### config.mk
export PLATFORM = sky130hd
export DESIGN_NAME = cache_line_refill_engine
export DESIGN_NICKNAME = d
export VERILOG_FILES = /design/src/rtl/cache_line_refill_engine.sv
export SDC_FILE = /design/constraint.sdc
export NUM_CORES = 2
export LEC_CHECK = 0
export ABC_AREA = 1
export CAP_MARGIN = 15
export CORE_AREA = 2 2 482 484
export DETAILED_ROUTE_END_ITERATION = 16
export DIE_AREA = 0 0 484 486
export SLEW_MARGIN = 20
export SYNTH_ARGS = -nofsm -noshare
export SYNTH_HDL_FRONTEND = slang
export SYNTH_SLANG_ARGS = --single-unit
### constraint.sdc
create_clock -name clk -period 52.1 [get_ports clk]
set_input_delay 7.815 -clock clk [delete_from_list [all_inputs] [get_ports clk]]
set_output_delay 7.815 -clock clk [all_outputs]
set_load 0.005 [all_outputs]
### src/rtl/cache_line_refill_engine.sv
// Cache miss handler: writes back a dirty victim line word by word, then refills
// a full line from the 4B memory port and hands it over as one wide line.
//
// state | meaning
// IDLE  | waiting for a miss request
// WB    | writing victim words back and collecting write acks
// RD    | issuing refill reads and collecting read data (any order)
// DONE  | refilled line presented until the consumer takes it
module cache_line_refill_engine #(
    parameter int p_num_words  = 16,
    parameter int p_word_nbits = 32
) (
    input  logic                                clk,
    input  logic                                reset,
    input  logic                                req_val,
    output logic                                req_rdy,
    input  logic                                req_evict,
    input  logic [31:0]                         req_evict_addr,
    input  logic [p_num_words*p_word_nbits-1:0] req_evict_data,
    input  logic [31:0]                         req_refill_addr,
    output logic                                memreq_val,
    input  logic                                memreq_rdy,
    output logic [76:0]                         memreq_msg,
    input  logic                                memresp_val,
    output logic                                memresp_rdy,
    input  logic [46:0]                         memresp_msg,
    output logic                                line_val,
    input  logic                                line_rdy,
    output logic [p_num_words*p_word_nbits-1:0] line_data,
    output logic                                resp_err
);
    localparam int c_line_nbits = p_num_words * p_word_nbits;
    localparam int c_idx_nbits  = $clog2(p_num_words);
    localparam int c_cnt_nbits  = c_idx_nbits + 1;
    localparam logic [c_cnt_nbits-1:0] c_full = c_cnt_nbits'(p_num_words);
    localparam logic [c_cnt_nbits-1:0] c_last = c_cnt_nbits'(p_num_words - 1);
    localparam logic [31:0] c_line_mask  = ~32'(c_line_nbits / 8 - 1);
    localparam logic [2:0]  c_type_read  = 3'd0;
    localparam logic [2:0]  c_type_write = 3'd1;

    typedef enum logic [1:0] {IDLE, WB, RD, DONE} state_t;
    state_t state, state_next;

    logic [c_cnt_nbits-1:0]  send_cnt, ack_cnt;
    logic [p_num_words-1:0]  arrived;
    logic [31:0]             evict_base, refill_base, send_base;
    logic [c_line_nbits-1:0] evict_line;

    logic [2:0]             resp_type;
    logic [c_idx_nbits-1:0] resp_slot, send_idx;
    logic [31:0]            resp_data;
    logic                   resp_unused;
    logic                   accept, req_hs, wr_ack, rd_new, resp_drop, last_resp;

    assign resp_type   = memresp_msg[46:44];
    assign resp_slot   = memresp_msg[36 +: c_idx_nbits];
    assign resp_data   = memresp_msg[31:0];
    assign resp_unused = ^{memresp_msg[43:36+c_idx_nbits], memresp_msg[35:32]};

    assign accept    = (state == IDLE) && req_val;
    assign req_hs    = memreq_val && memreq_rdy;
    assign wr_ack    = memresp_val && (state == WB) && (resp_type == c_type_write);
    assign rd_new    = memresp_val && (state == RD) && (resp_type == c_type_read)
                       && !arrived[resp_slot];
    // Anything else handshaken while receiving is a wrong-phase or duplicate response.
    assign resp_drop = memresp_val && ((state == WB) || (state == RD)) && !wr_ack && !rd_new;
    assign last_resp = (ack_cnt == c_last);

    assign send_idx  = send_cnt[c_idx_nbits-1:0];
    assign send_base = (state == WB) ? evict_base : refill_base;
    assign memreq_msg = {(state == WB) ? c_type_write : c_type_read,
                         8'(send_cnt),
                         send_base + (32'(send_idx) << 2),
                         2'd0,
                         (state == WB) ? 32'(evict_line[int'(send_idx)*p_word_nbits +: p_word_nbits])
                                       : 32'd0};

    always_comb begin
        state_next  = state;
        req_rdy     = 1'b0;
        memreq_val  = 1'b0;
        memresp_rdy = 1'b0;
        line_val    = 1'b0;
        case (state)
            IDLE: begin
                req_rdy = 1'b1;
                if (req_val) state_next = req_evict ? WB : RD;
            end
            WB: begin
                memreq_val  = (send_cnt < c_full);
                memresp_rdy = 1'b1;
                if (wr_ack && last_resp) state_next = RD;
            end
            RD: begin
                memreq_val  = (send_cnt < c_full);
                memresp_rdy = 1'b1;
                if (rd_new && last_resp) state_next = DONE;
            end
            DONE: begin
                line_val = 1'b1;
                if (line_rdy) state_next = IDLE;
            end
            default: state_next = IDLE;
        endcase
    end

    always_ff @(posedge clk or posedge reset) begin
        if (reset) begin
            state       <= IDLE;
            send_cnt    <= '0;
            ack_cnt     <= '0;
            arrived     <= '0;
            evict_base  <= '0;
            refill_base <= '0;
            evict_line  <= '0;
            line_data   <= '0;
            resp_err    <= 1'b0;
        end else begin
            state <= state_next;
            if (accept) begin
                evict_base  <= req_evict_addr & c_line_mask;
                refill_base <= req_refill_addr & c_line_mask;
                evict_line  <= req_evict_data;
                send_cnt    <= '0;
                ack_cnt     <= '0;
                arrived     <= '0;
                resp_err    <= 1'b0;
            end else begin
                if (wr_ack && last_resp) begin
                    send_cnt <= '0;
                    ack_cnt  <= '0;
                end else begin
                    if (req_hs && send_cnt != c_full) send_cnt <= send_cnt + 1'b1;
                    if ((wr_ack || rd_new) && ack_cnt != c_full) ack_cnt <= ack_cnt + 1'b1;
                end
                if (rd_new) begin
                    arrived[resp_slot] <= 1'b1;
                    line_data[int'(resp_slot)*p_word_nbits +: p_word_nbits] <= p_word_nbits'(resp_data);
                end
                if (resp_drop) resp_err <= 1'b1;
            end
        end
    end
endmodule

== After elaboration in Yosys (flattened, before gate mapping) ==
Index checks and enable logic that the tools add are counted.

* Register bits after elaboration: 1105
* Input port bits: 630
* Logic and storage cells: 89

* $add $sub $neg: 4
* $lt $le $gt $ge: 3
* Eq/ne operators: 11
* Shift-type cells: 3
* Multiplexer cells: 28
* Bitwise logic cells: 2
* Reduce and logical (&&, ||, !) cells: 29

{| class="wikitable"
|+ Operators by type and width
! cell !! count
|-
| $bwmux 512 || 1
|-
| $shift 32x33->512 const A || 1
|-
| $shiftx 32x33->512 || 1
|-
| $shiftx 512x10->32 || 1
|-
| $mux 32 || 2
|-
| $neg 9->33 || 1
|-
| $add 32x6->32 || 1
|-
| $mux 16 || 2
|-
| $mux 5 || 6
|-
| $or 16x16->16 || 1
|-
| $logic_and 1x1->1 || 15
|-
| $add 5x1->5 const B || 2
|-
| $mux 2 || 5
|-
| $ne 5x5->1 const B || 2
|-
| $mux 1 || 9
|-
| $pmux 2 s4 || 1
|-
| $reduce_bool 3->1 || 2
|-
| $eq 5x4->1 const B || 1
|-
| $lt 4x5->1 const B || 1
|-
| $lt 5x5->1 const B || 1
|-
| $bmux 1 s4 || 1
|-
| $demux 1 s4 || 1
|-
| $eq 2x2->1 const B || 2
|-
| $ge 4x1->1 const B || 1
|-
| 13 further kinds || 19
|}

== Longest topological paths before layout ==
* Depth in word-level cells: 9
* Depth in mapped cells: 17
* Mapped depth without buffers: 13

== Least setup slack after synthesis ==
No wires, ideal clock.

* Path type: input-to-reg
* Start: in memresp_msg[36]
* End: reg line_data[296]
* Arrival time: 10.227 ns
* Required time: 52.017 ns
* Slack: 41.791 ns
* Cell stages on the path: 15
* Path buffers: 6
* Cell sequence: buf_6 inv_2 buf_6 clkbuf_1 clkbuf_1 ha_1 xor2_2 inv_2 buf_2 nand2_1 nor2_1 nand2_2 clkbuf_1 nand2_1 o21ai_0

* Cells in the longest elaborated chain, start to end: 5
* Elaborated cells between the ends (all ways): 9

{| class="wikitable"
|+ Ends and longest elaborated chain
! element !! RTL line !! RTL
|-
| from (decl) || 26 || <nowiki>input logic [46:0] memresp_msg,</nowiki>
|-
| parallel branches: the longest is 5 deep, another holds $neg 9->33 || -- ||
|-
| to (signal, indexed assignment) || 138 || <nowiki>line_data[int'(resp_slot)*p_word_nbits +: p_word_nbits] <= p_word_nbits'(resp_data);</nowiki>
|-
| to (decl) || 29 || <nowiki>output logic [p_num_words*p_word_nbits-1:0] line_data,</nowiki>
|}

Parallel ways; which one is timed is not known. The select of a mux whose other input is x is not followed.
A chain may end at the register's enable or synchronous reset.

== Worst setup path in the final report ==
* Start: reg send_cnt[1]
* End: out memreq_msg[21]

* Cells in the longest elaborated chain, start to end: 2

{| class="wikitable"
|+ Ends and longest elaborated chain
! element !! RTL line !! RTL
|-
| from (decl) || 44 || <nowiki>logic [c_cnt_nbits-1:0] send_cnt, ack_cnt;</nowiki>
|-
| from (signal assigned) || 133 || <nowiki>if (req_hs && send_cnt != c_full) send_cnt <= send_cnt + 1'b1;</nowiki>
|-
| $shiftx 512x10->32 || 75 || <nowiki>(state == WB) ? 32'(evict_line[int'(send_idx)*p_word_nbits +: p_word_nbits])</nowiki>
|-
| $mux 32 || 75 ||
|-
| to (decl) || 23 || <nowiki>output logic [76:0] memreq_msg,</nowiki>
|}

No other way between the ends.

==> flow_metrics.tcl <==
set metrics [dict create \
    netlist_area_mm2 0.0499 \
    wirelength_mm 269 \
    fin_util_pct 30.2 \
    postSynthAreaPerCell_um2 8.00 \
    cts_buffers 133 \
    synth_top_family_by_area "simple AND/OR/NAND/NOR gates" \
    grt_first_pass_wirelength_mm 374 \
    dp_slack_ns 39.55 \
    start_util_pct 21.8 \
    hpwlAfterDp_mm 201 \
    grt_setup_unrepaired "no" \
    top_layer_used "met5" \
    r2r_slack_ns 47.81 \
    netlist_instances 6242 \
    vias 49200 \
    pin_count 1224 \
    setup_slack_ns 38.96 \
    overflow 0 \
    r2r_start "state[1]" \
    cpPeakStageDelay_ns 0.62 \
    synth_fa_ha_area_share_pct 0.326 \
    antenna_found_initial 70 \
    critPathRequiredTime_ns 44.28 \
    synth-edff-count 0 \
    cts_tree "built" \
    arrival_ns 5.32 \
    critical-path-top-cell-by-count "buf_4" \
    reg2reg_to "evict_line[248]" \
    rr_worst_depth 9 \
    coreArea_mm2 0.229 \
    drv_slew 0 \
    power_density_mw_per_mm2 45.8 \
    drive_gt1_share_pct 5.10 \
    peakVddDrop_mv 0.0373 \
    outcome "finished clean" \
    dr_wl_met3_mm 19.7 \
    whs_endpoint "evict_line[33]" \
    clock_sink_count 1105 \
    relSlewSlack_pct 12.6 \
    total_leakage_power_nw 30.2 \
    ant_nets 0 \
    synthXorXnorAreaFrac_pct 0.103 \
    dominantRegCellSynth "dfrtp_1" \
    hold_class "flop to flop" \
    synth_top_area_cell "dfrtp_1" \
    hold_ws_ns 0.473 \
    cts_root_buffer "clkbuf_16" \
    cp_max_fo 53 \
    synth_seq_cells 1105 \
    gp_congestion 0.889 \
    async_flop_share_pct 100 \
    area_growth_syn_to_layout_pct 38.7 \
    cp_slowest_cell "clkdlybuf4s50_1" \
    clk_path_buf_depth 3 \
    drc 0 \
    finalNonFillerCells 10300 \
    drtIter0Drc 4428 \
    crit_type "flop to output pin" \
    finalNetCount 7827 \
    hp-start "evict_line[33]" \
    fin_crit_ns 13.14 \
    maxCapViolations 0 \
    finalSetupViolations 0 \
    synthMuxAreaShare_pct 0 \
    cp-end-kind "output pin" \
    grt_pass1_vias 48500 \
    start_kind "flop" \
    htreeDepth 4 \
    met1_length_mm 97.1 \
    fmax_mhz 76.1 \
    final.period_utilization_pct 25.2 \
    grt_util_all_layers_pct 22.2 \
    num_rows 176 \
    drtPass1Iterations 5 \
    yosysSeqAreaShare_pct 55.4 \
    netlist_top_cells_area "dfrtp_1 55%, nand2_1 20%, o21ai_0 5.9%, clkbuf_1 3.0%, o21ai_1 2.5%" \
    dp_cells 10100 \
    path_clk_slew_ns 0.06 \
    cts_resized 0 \
    routed_via_density 4.76 \
    hold_violations 0 \
    die-area_mm2 0.235 \
    fin_skew_ns 0.0463 \
    netlist.area_leader.share_pct 55.4 \
    post_drt_wl_per_cell_um 26.1 \
    synthSimpleGateAreaFrac_pct 27.8 \
    yosys_warnings 0 \
    final.setup.tns_ns 0 \
    cts_setup_buffers 0 \
    clkLatencyLatePin_ns 0.79 \
    grt_max_degree 214 \
    ctsHoldBuffers 0 \
    tightest_slew_ns 1.30 \
    ys_types 34 \
    synth_compound_area_share_pct 11.0 \
    min_path_cells 2 \
    die_h_um 486 \
    wl_met2_mm 130 \
    path_cells "buf_4 -> buf_4 -> buf_4 -> o21ai_0 -> o211ai_1 -> o211ai_1 -> a31oi_1 -> clkdlybuf4s50_1" \
    fp.dieW_um 484 \
    port_buffers 1194 \
]
[cells in the final DEF (no fill, tap or decap), types with 6 or more instances in the layout]
master              n
a21oi_1            40
a31oi_1            33
buf_12              6
buf_4              86
bufinv_16          11
clkbuf_1           26
clkbuf_16         137
clkbuf_8           26
clkdlybuf4s50_1  1193
clkinv_2           16
clkinvlp_4          7
conb_1              9
dfrtp_1          1102
diode_2            28
ha_1               11
inv_1             128
inv_6               8
nand2_1          2599
nand2_4            14
nand3_1           247
nand4_1            92
nor2_1            326
nor3_1             93
nor3_2              8
nor4_1             57
o211ai_1           36
o21ai_0           585
o21ai_1           253
o21ai_2             6
o221ai_1           28
o22ai_1            51
[synthesized netlist by cell type (36+ instances only)]
master,count
nor3_1,101
inv_1,132
o22ai_1,51
a21oi_1,40
nor2_1,333
nand4_1,92
o21ai_0,585
o21ai_1,253
clkbuf_1,399
nor4_1,57
dfrtp_1,1105
nand2_1,2600
o211ai_1,36
nand3_1,247
[stage by stage]
step,instance area (µm²),power (mW)
floorplan,50000,1.71
global placement,64500,2.19
detailed placement,64500,2.20
CTS,69100,3.20
global route,69200,3.35
finish,69300,3.17
[how the worst max path moves through the flow]
stage | from | end | slack (ns) | cells after the start
finish | send_cnt[1] | memreq_msg[21] | 38.96 | 8
global route | send_cnt[1] | memreq_msg[20] | 38.57 | 8
CTS | send_cnt[1] | memreq_msg[17] | 38.68 | 8
detailed placement | send_cnt[1] | memreq_msg[17] | 39.55 | 8
global placement | send_cnt[1] | memreq_msg[17] | 39.54 | 8
floorplan | reset | ack_cnt[0] | 13.17 | 1
[report_power, final]
part           internal, mW  total [mW]  switching (mW)  leakage [nW]
combinational         0.313       0.989           0.676          13.5
clock                 0.579       0.990           0.410          2.24
sequential             1.07        1.19           0.122          14.5
[layout make-up]
class | instances | area [µm²]
Multi-Input combinational cell | 4512 | 19800
Antenna cell | 28 | 70.1
Tap cell | 3026 | 3790
Fill cell | 24400 | 160000
Clock buffer | 189 | 3880
Timing Repair Buffer | 1291 | 12800
Clock inverter | 49 | 722
Sequential cell | 1105 | 27700
Inverter | 141 | 576
[flip-flops by register name, indices dropped and copies added (netlist names)]
| name | count |
|---|---|
| ack_cnt | 5 |
| arrived | 16 |
| evict_base | 26 |
| evict_line | 512 |
| line_data | 512 |
| refill_base | 26 |
| resp_err | 1 |
| send_cnt | 5 |
| state | 2 |
[per-layer routing]
metal	vias up	global-route usage, %
met4	26	16.2
met3	570	5.03
met2	2316	37.6
met5	-	0
li1	22200	-
met1	24100	24.5
[worst max-delay path: cells and delay by family, from the launching register on]
family,cells,cell delay [ns]
flops,1,0.60
compound gates,4,1.53
buf+inv,4,2.32
[kinds of logic after synthesis]
| kind of cell | after synthesis |
|---|---|
| buffers and inverters | 633 |
| adder cells (fa/ha/maj) | 13 |
| XOR/XNOR | 5 |
| AO/OA/AOI/OAI | 1033 |
| flip-flops | 1105 |
| AND/OR/NAND/NOR | 3452 |
| other | 1 |
Power figures use the tool's default switching activity.
